### src/rtl/lcd_fifo_reader_pkg.sv
// Shared widths and default panel timing for the LCD FIFO reader.
// Defaults describe a 480x272 RGB565 panel.
package lcd_fifo_reader_pkg;

  localparam int PIXEL_W = 16;
  localparam int WORD_W  = 32;

  localparam int DEF_H_ACTIVE = 480;
  localparam int DEF_H_FP     = 8;
  localparam int DEF_H_SYNC   = 4;
  localparam int DEF_H_BP     = 43;
  localparam int DEF_V_ACTIVE = 272;
  localparam int DEF_V_FP     = 8;
  localparam int DEF_V_SYNC   = 4;
  localparam int DEF_V_BP     = 12;

  localparam logic [PIXEL_W-1:0] DEF_UF_COLOR = 16'h0000;

endpackage

### src/rtl/lcd_timing_gen.sv
// Horizontal/vertical scan counters and the counter-stage timing signals.
// The counters idle at 0 until en is sampled high, then free-run.
module lcd_timing_gen
  import lcd_fifo_reader_pkg::*;
#(
  parameter int H_ACTIVE = DEF_H_ACTIVE,
  parameter int H_FP     = DEF_H_FP,
  parameter int H_SYNC   = DEF_H_SYNC,
  parameter int H_BP     = DEF_H_BP,
  parameter int V_ACTIVE = DEF_V_ACTIVE,
  parameter int V_FP     = DEF_V_FP,
  parameter int V_SYNC   = DEF_V_SYNC,
  parameter int V_BP     = DEF_V_BP
) (
  input  logic clk,
  input  logic rst_n,
  input  logic en,
  output logic de,
  output logic hsync,
  output logic vsync,
  output logic first,
  output logic odd,
  output logic fetch
);

  localparam int H_TOTAL = H_ACTIVE + H_FP + H_SYNC + H_BP;
  localparam int V_TOTAL = V_ACTIVE + V_FP + V_SYNC + V_BP;
  localparam int HW      = $clog2(H_TOTAL);
  localparam int VW      = $clog2(V_TOTAL);

  logic [HW-1:0] h_cnt, h_nxt;
  logic [VW-1:0] v_cnt, v_nxt;
  logic          running;

  // While not yet running the next position is (0,0), so the very first
  // word is fetched in the cycle before the scan starts.
  always_comb begin
    h_nxt = '0;
    v_nxt = '0;
    if (running) begin
      if (int'(h_cnt) == H_TOTAL - 1) begin
        if (int'(v_cnt) == V_TOTAL - 1) v_nxt = '0;
        else                            v_nxt = v_cnt + VW'(1);
      end else begin
        h_nxt = h_cnt + HW'(1);
        v_nxt = v_cnt;
      end
    end
  end

  always_ff @(posedge clk or negedge rst_n) begin
    if (!rst_n) begin
      h_cnt   <= '0;
      v_cnt   <= '0;
      running <= 1'b0;
    end else if (!en) begin
      h_cnt   <= '0;
      v_cnt   <= '0;
      running <= 1'b0;
    end else begin
      h_cnt   <= h_nxt;
      v_cnt   <= v_nxt;
      running <= 1'b1;
    end
  end

  always_comb begin
    de    = running && (int'(h_cnt) < H_ACTIVE) && (int'(v_cnt) < V_ACTIVE);
    hsync = !(running && (int'(h_cnt) >= H_ACTIVE + H_FP)
                      && (int'(h_cnt) <  H_ACTIVE + H_FP + H_SYNC));
    vsync = !(running && (int'(v_cnt) >= V_ACTIVE + V_FP)
                      && (int'(v_cnt) <  V_ACTIVE + V_FP + V_SYNC));
    first = running && (h_cnt == '0) && (v_cnt == '0);
    odd   = h_cnt[0];
    fetch = en && (int'(h_nxt) < H_ACTIVE) && (int'(v_nxt) < V_ACTIVE) && !h_nxt[0];
  end

endmodule

### src/rtl/lcd_fifo_reader.sv
// Streams two-pixel FIFO words onto a parallel RGB565 LCD bus with fixed
// timing; an empty FIFO never stalls the scan, it substitutes UF_COLOR.
module lcd_fifo_reader
  import lcd_fifo_reader_pkg::*;
#(
  parameter int H_ACTIVE = DEF_H_ACTIVE,
  parameter int H_FP     = DEF_H_FP,
  parameter int H_SYNC   = DEF_H_SYNC,
  parameter int H_BP     = DEF_H_BP,
  parameter int V_ACTIVE = DEF_V_ACTIVE,
  parameter int V_FP     = DEF_V_FP,
  parameter int V_SYNC   = DEF_V_SYNC,
  parameter int V_BP     = DEF_V_BP,
  parameter logic [PIXEL_W-1:0] UF_COLOR = DEF_UF_COLOR
) (
  input  logic               clk,
  input  logic               rst_n,
  input  logic               en,
  input  logic               uf_clr,
  output logic               fifo_rd_en,
  input  logic [WORD_W-1:0]  fifo_rd_data,
  input  logic               fifo_rd_empty,
  output logic               lcd_de,
  output logic               lcd_hsync,
  output logic               lcd_vsync,
  output logic [PIXEL_W-1:0] lcd_rgb,
  output logic               frame_start,
  output logic               underflow,
  output logic [15:0]        uf_cnt
);

  logic t_de, t_hsync, t_vsync, t_first, t_odd, t_fetch;
  logic pend_ok;
  logic uf_evt;
  logic [WORD_W-1:0]  hold;
  logic [WORD_W-1:0]  hold_nxt;
  logic [PIXEL_W-1:0] pix;

  lcd_timing_gen #(
    .H_ACTIVE(H_ACTIVE), .H_FP(H_FP), .H_SYNC(H_SYNC), .H_BP(H_BP),
    .V_ACTIVE(V_ACTIVE), .V_FP(V_FP), .V_SYNC(V_SYNC), .V_BP(V_BP)
  ) u_timing (
    .clk   (clk),
    .rst_n (rst_n),
    .en    (en),
    .de    (t_de),
    .hsync (t_hsync),
    .vsync (t_vsync),
    .first (t_first),
    .odd   (t_odd),
    .fetch (t_fetch)
  );

  assign fifo_rd_en = rst_n && t_fetch && !fifo_rd_empty;
  assign uf_evt     = t_fetch && fifo_rd_empty;

  // A missed fetch poisons the whole word so its odd pixel is UF_COLOR too.
  always_comb begin
    hold_nxt = pend_ok ? fifo_rd_data : {UF_COLOR, UF_COLOR};
    pix      = '0;
    if (t_de) begin
      if (!t_odd) pix = hold_nxt[PIXEL_W-1:0];
      else        pix = hold[WORD_W-1:PIXEL_W];
    end
  end

  always_ff @(posedge clk or negedge rst_n) begin
    if (!rst_n) begin
      lcd_de      <= 1'b0;
      lcd_hsync   <= 1'b1;
      lcd_vsync   <= 1'b1;
      lcd_rgb     <= '0;
      frame_start <= 1'b0;
      hold        <= '0;
      pend_ok     <= 1'b0;
    end else if (!en) begin
      lcd_de      <= 1'b0;
      lcd_hsync   <= 1'b1;
      lcd_vsync   <= 1'b1;
      lcd_rgb     <= '0;
      frame_start <= 1'b0;
      hold        <= '0;
      pend_ok     <= 1'b0;
    end else begin
      lcd_de      <= t_de;
      lcd_hsync   <= t_hsync;
      lcd_vsync   <= t_vsync;
      lcd_rgb     <= pix;
      frame_start <= t_first;
      pend_ok     <= fifo_rd_en;
      if (t_de && !t_odd) hold <= hold_nxt;
    end
  end

  // Clear has priority over a simultaneous underflow.
  always_ff @(posedge clk or negedge rst_n) begin
    if (!rst_n) begin
      underflow <= 1'b0;
      uf_cnt    <= '0;
    end else if (uf_clr) begin
      underflow <= 1'b0;
      uf_cnt    <= '0;
    end else if (uf_evt) begin
      underflow <= 1'b1;
      if (uf_cnt != 16'hFFFF) uf_cnt <= uf_cnt + 16'd1;
    end
  end

endmodule
### config.mk
export PLATFORM = sky130hd
export DESIGN_NAME = lcd_fifo_reader
export DESIGN_NICKNAME = d
export VERILOG_FILES = /design/src/rtl/lcd_fifo_reader_pkg.sv /design/src/rtl/lcd_timing_gen.sv /design/src/rtl/lcd_fifo_reader.sv
export SDC_FILE = /design/constraint.sdc
export NUM_CORES = 1
export LEC_CHECK = 0
export CORE_MARGIN = 5
export CORE_UTILIZATION = 53
export CTS_BUF_LIST = sky130_fd_sc_hd__clkbuf_2 sky130_fd_sc_hd__clkbuf_4 sky130_fd_sc_hd__clkbuf_8
export DETAILED_ROUTE_END_ITERATION = 7
export PLACE_DENSITY = 0.81
export SLEW_MARGIN = 20
export SYNTH_ARGS = -nofsm -noshare
export SYNTH_HDL_FRONTEND = slang
export SYNTH_HIERARCHICAL = 1
export SYNTH_SLANG_ARGS = --single-unit
### constraint.sdc
create_clock -name clk -period 4 [get_ports clk]
set_input_delay 1 -clock clk [delete_from_list [all_inputs] [get_ports clk]]
set_output_delay 1 -clock clk [all_outputs]
set_load 0.005 [all_outputs]
==> flow_summary.yaml <==
run_status:
  outcome: "complete, no violations"
floorplan:
  die_y_um: 91.7
  fp.dieW_um: 91.7
  ios: 75
  core_mm2: 0.00642
  start_util_pct: 55.1
  die_area_mm2: 0.00841
  row_count: 29
timing:
  rsz0062_at_grt: "false"
  setup_slack_ps: 160
  fmax_mhz: 260
  finalCriticalPeriod_ps: 3840
  clock_skew_ps: 10.2
  hold_viol_final: 0
  fin_setup_tns_ps: 0
  whs_ps: 496
  setup_viol: 0
  tightest_slew_ps: 903
  relSlewSlack_pct: 39.8
  finalCritPeriodShare_pct: 96.0
  finalMaxSlewViolations: 0
route:
  firstDrtPassIters: 6
  antenna_left: 0
  drt-initial-drc-count: 160
  wirelength_um: 8560
  drc: 0
  vias: 2929
  viasPerCell: 6.09
  routedWlPerCell_um: 17.8
grt:
  grt_max_degree: 75
  track_usage_pct: 21.4
  gr-total-overflow: 0
  grt_pass1_vias: 2883
  grt_pass1_wl_um: 14500
  antenna_found_initial: 0
yosys:
  ys_types: 56
  synthesis.area_mm2: 0.00354
  syn_area_per_cell_um2: 10.9
  yosys_warnings: 6
  synth_nets: 368
  synthCells: 325
  ys_seq_elements: 74
  yosysSeqAreaShare_pct: 52.4
layout:
  layout.nets: 442
  final_layout_size_suffix_gt1_share_pct: 10.6
  fill_cells: 472
  syn_to_final_growth_pct: 29.0
  fin_util_pct: 71.1
  n_antenna_cell: 0
  final_common_cell: "clkdlybuf4s50_1"
  mostFrequentLayoutCells: "clkdlybuf4s50_1 (73), dfrtp_1 (71), a22o_1 (32)"
power:
  seqPwrFrac_pct: 50.2
  leakagePower_nw: 1.92
  clkPwrFrac_pct: 43.1
  comb_power_share_pct: 6.7
  p_sw_share_pct: 23.3
  p_sw_mw: 0.354
  p_int_mw: 1.16
  powerDensity_mw_per_mm2: 332
  power_mw: 1.52
  peakVddDrop_uv: 214
critical_path:
  crit_fanout: 9
  crit_path_start_kind: "flop"
  path_class: "flop to output port"
  ff2ff_path_depth: 12
  crit_arrival_ps: 2840
  crit_required_ps: 3000
  end_kind: "output port"
min_path:
  hp-class: "flop to flop"
  hold_depth: 1
cts:
  cts_tree: "built"
  clkLatencyLatePin_ps: 350
  cts_max_level: 3
  cts_buffer_depth: 2
  cts-root-buf: "clkbuf_8"
  clk_pin_slew_ps: 90
  ctsHoldBuffers: 0
  clock_sinks: 74
  numCtsBuffers: 9
placement:
  portBuffers: 74
  dpl_worst_slack_ps: 116
  place_hpwl_um: 5870
  gp_congestion: 0.936
flow_run:
  max_cap_violations: 0
[cell type report]
| class | count | area, um2 | area share (%) |
|---|---|---|---|
| clock buffer | 9 | 124 | 2.71 |
| clock inverter | 7 | 100 | 2.19 |
| inverter | 11 | 41.3 | 0.904 |
| multi-input combinational | 224 | 1580 | 34.5 |
| sequential | 74 | 1860 | 40.6 |
| tap | 77 | 96.3 | 2.11 |
| timing repair buffer | 79 | 773 | 16.9 |
[stage by stage]
| stage | instance area, um2 | std cells |
|---|---|---|
| after global placement | 4310 | 464 |
| after detailed placement | 4310 | 464 |
| after CTS | 4540 | 480 |
| final | 4570 | 481 |
| after floorplan | 3540 | 325 |
| after global routing | 4570 | 481 |
[sequential cells by signal, summed over array words and instances (netlist names)]
register and count:
lcd_de 1, u_timing/v_cnt 9, pend_ok 1, lcd_vsync 1
frame_start 1, u_timing/running 1, hold 16, lcd_hsync 1
lcd_rgb 16, underflow 1, uf_cnt 16, u_timing/h_cnt 10
[per-layer routing]
metal / routed length, um / up-vias / global-route usage (%)
met4: 141 / 0 / 8.17
li1: - / 1369 / -
met2: 4380 / 107 / 35.5
met1: 3550 / 1438 / 27.9
met3: 492 / 15 / 4.01
met5: 0 / - / 0
[repair_timing]
action | 4_1_cts | 5_1_grt
setup buffers | 0 | 1
pin swaps | 0 | 1
resized for setup | 2 | 8
setup endpoints to repair | 1 | 1
endpoints found under the hold margin | 0 | 0
[power by group through the flow]
stage	logic (mW)	clock network [mW]	registers [mW]
after floorplan	0.0321	0	0.774
after global placement	0.100	0	0.776
after detailed placement	0.102	0	0.776
after CTS	0.103	0.663	0.761
after global routing	0.112	0.704	0.763
final	0.102	0.654	0.762
[cell usage after synthesis, drive strengths merged]
cell / instances / area (um2)
a2111oi: 1 / 15.0
a211oi: 2 / 20.0
a21boi: 1 / 7.51
a21oi: 18 / 90.1
a22o: 32 / 280
a31oi: 2 / 12.5
a32o: 1 / 10.0
a41o: 2 / 20.0
and2: 5 / 31.3
and3: 8 / 50.1
and4: 4 / 35.0
and4b: 1 / 10.0
buf: 8 / 58.8
clkbuf: 8 / 30.0
dfrtp: 72 / 1800
dfstp: 2 / 52.6
ha: 6 / 75.1
inv: 11 / 41.3
mux2: 2 / 22.5
mux2i: 2 / 20.0
nand2: 15 / 56.3
nand2b: 2 / 12.5
nand3: 22 / 123
nand3b: 1 / 7.51
nand4: 11 / 75.1
nand4b: 1 / 8.76
nor2: 23 / 88.8
nor2b: 1 / 6.26
nor3: 1 / 16.3
nor3b: 1 / 12.5
nor4: 2 / 12.5
nor4b: 2 / 17.5
nor4bb: 1 / 10.0
o2111ai: 1 / 8.76
o211ai: 1 / 7.51
o21ai: 12 / 60.1
o21bai: 2 / 15.0
o31ai: 4 / 30.0
o41ai: 4 / 53.8
or2: 2 / 12.5
or3: 9 / 61.3
or4: 6 / 45.0
or4b: 1 / 10.0
xnor2: 3 / 26.3
xor2: 9 / 78.8
[worst max-delay path, stage by stage (launching register included)]
cell	delay, ps
dfrtp_2	470
inv_1	100
ha_1	150
and4_4	280
nand4_1	120
xor2_1	240
nand4_1	150
a211oi_2	300
nand2_1	80
nor2_1	100
clkdlybuf4s50_1	510
[worst paths after layout]
| check | from | end | slack (ps) |
|---|---|---|---|
| max | u_timing/h_cnt[0]$_DFF_PN0_ | fifo_rd_en | 160 |
| min | hold[17]$_DFFE_PN0P_ | lcd_rgb[1]$_DFF_PN0_ | 500 |
| max reg2reg | u_timing/h_cnt[0]$_DFF_PN0_ | uf_cnt[11]$_DFFE_PN0P_ | 830 |
| min reg2reg | hold[17]$_DFFE_PN0P_ | lcd_rgb[1]$_DFF_PN0_ | 500 |
| max in group asynchronous | rst_n | u_timing/h_cnt[0]$_DFF_PN0_ | 2480 |
| min in group asynchronous | rst_n | u_timing/v_cnt[6]$_DFF_PN0_ | 890 |
[kinds of logic after synthesis]
group                      synth area share [%]
AOI/OAI and AO/OA                          17.8
xor gates and xnor gates                   2.97
DFF                                        52.4
muxes                                      1.20
buffers and inverters                      3.68
and+or+nand+nor                            19.8
adders and majority gates                  2.12
No activity file was read; power rests on OpenSTA's default activity.
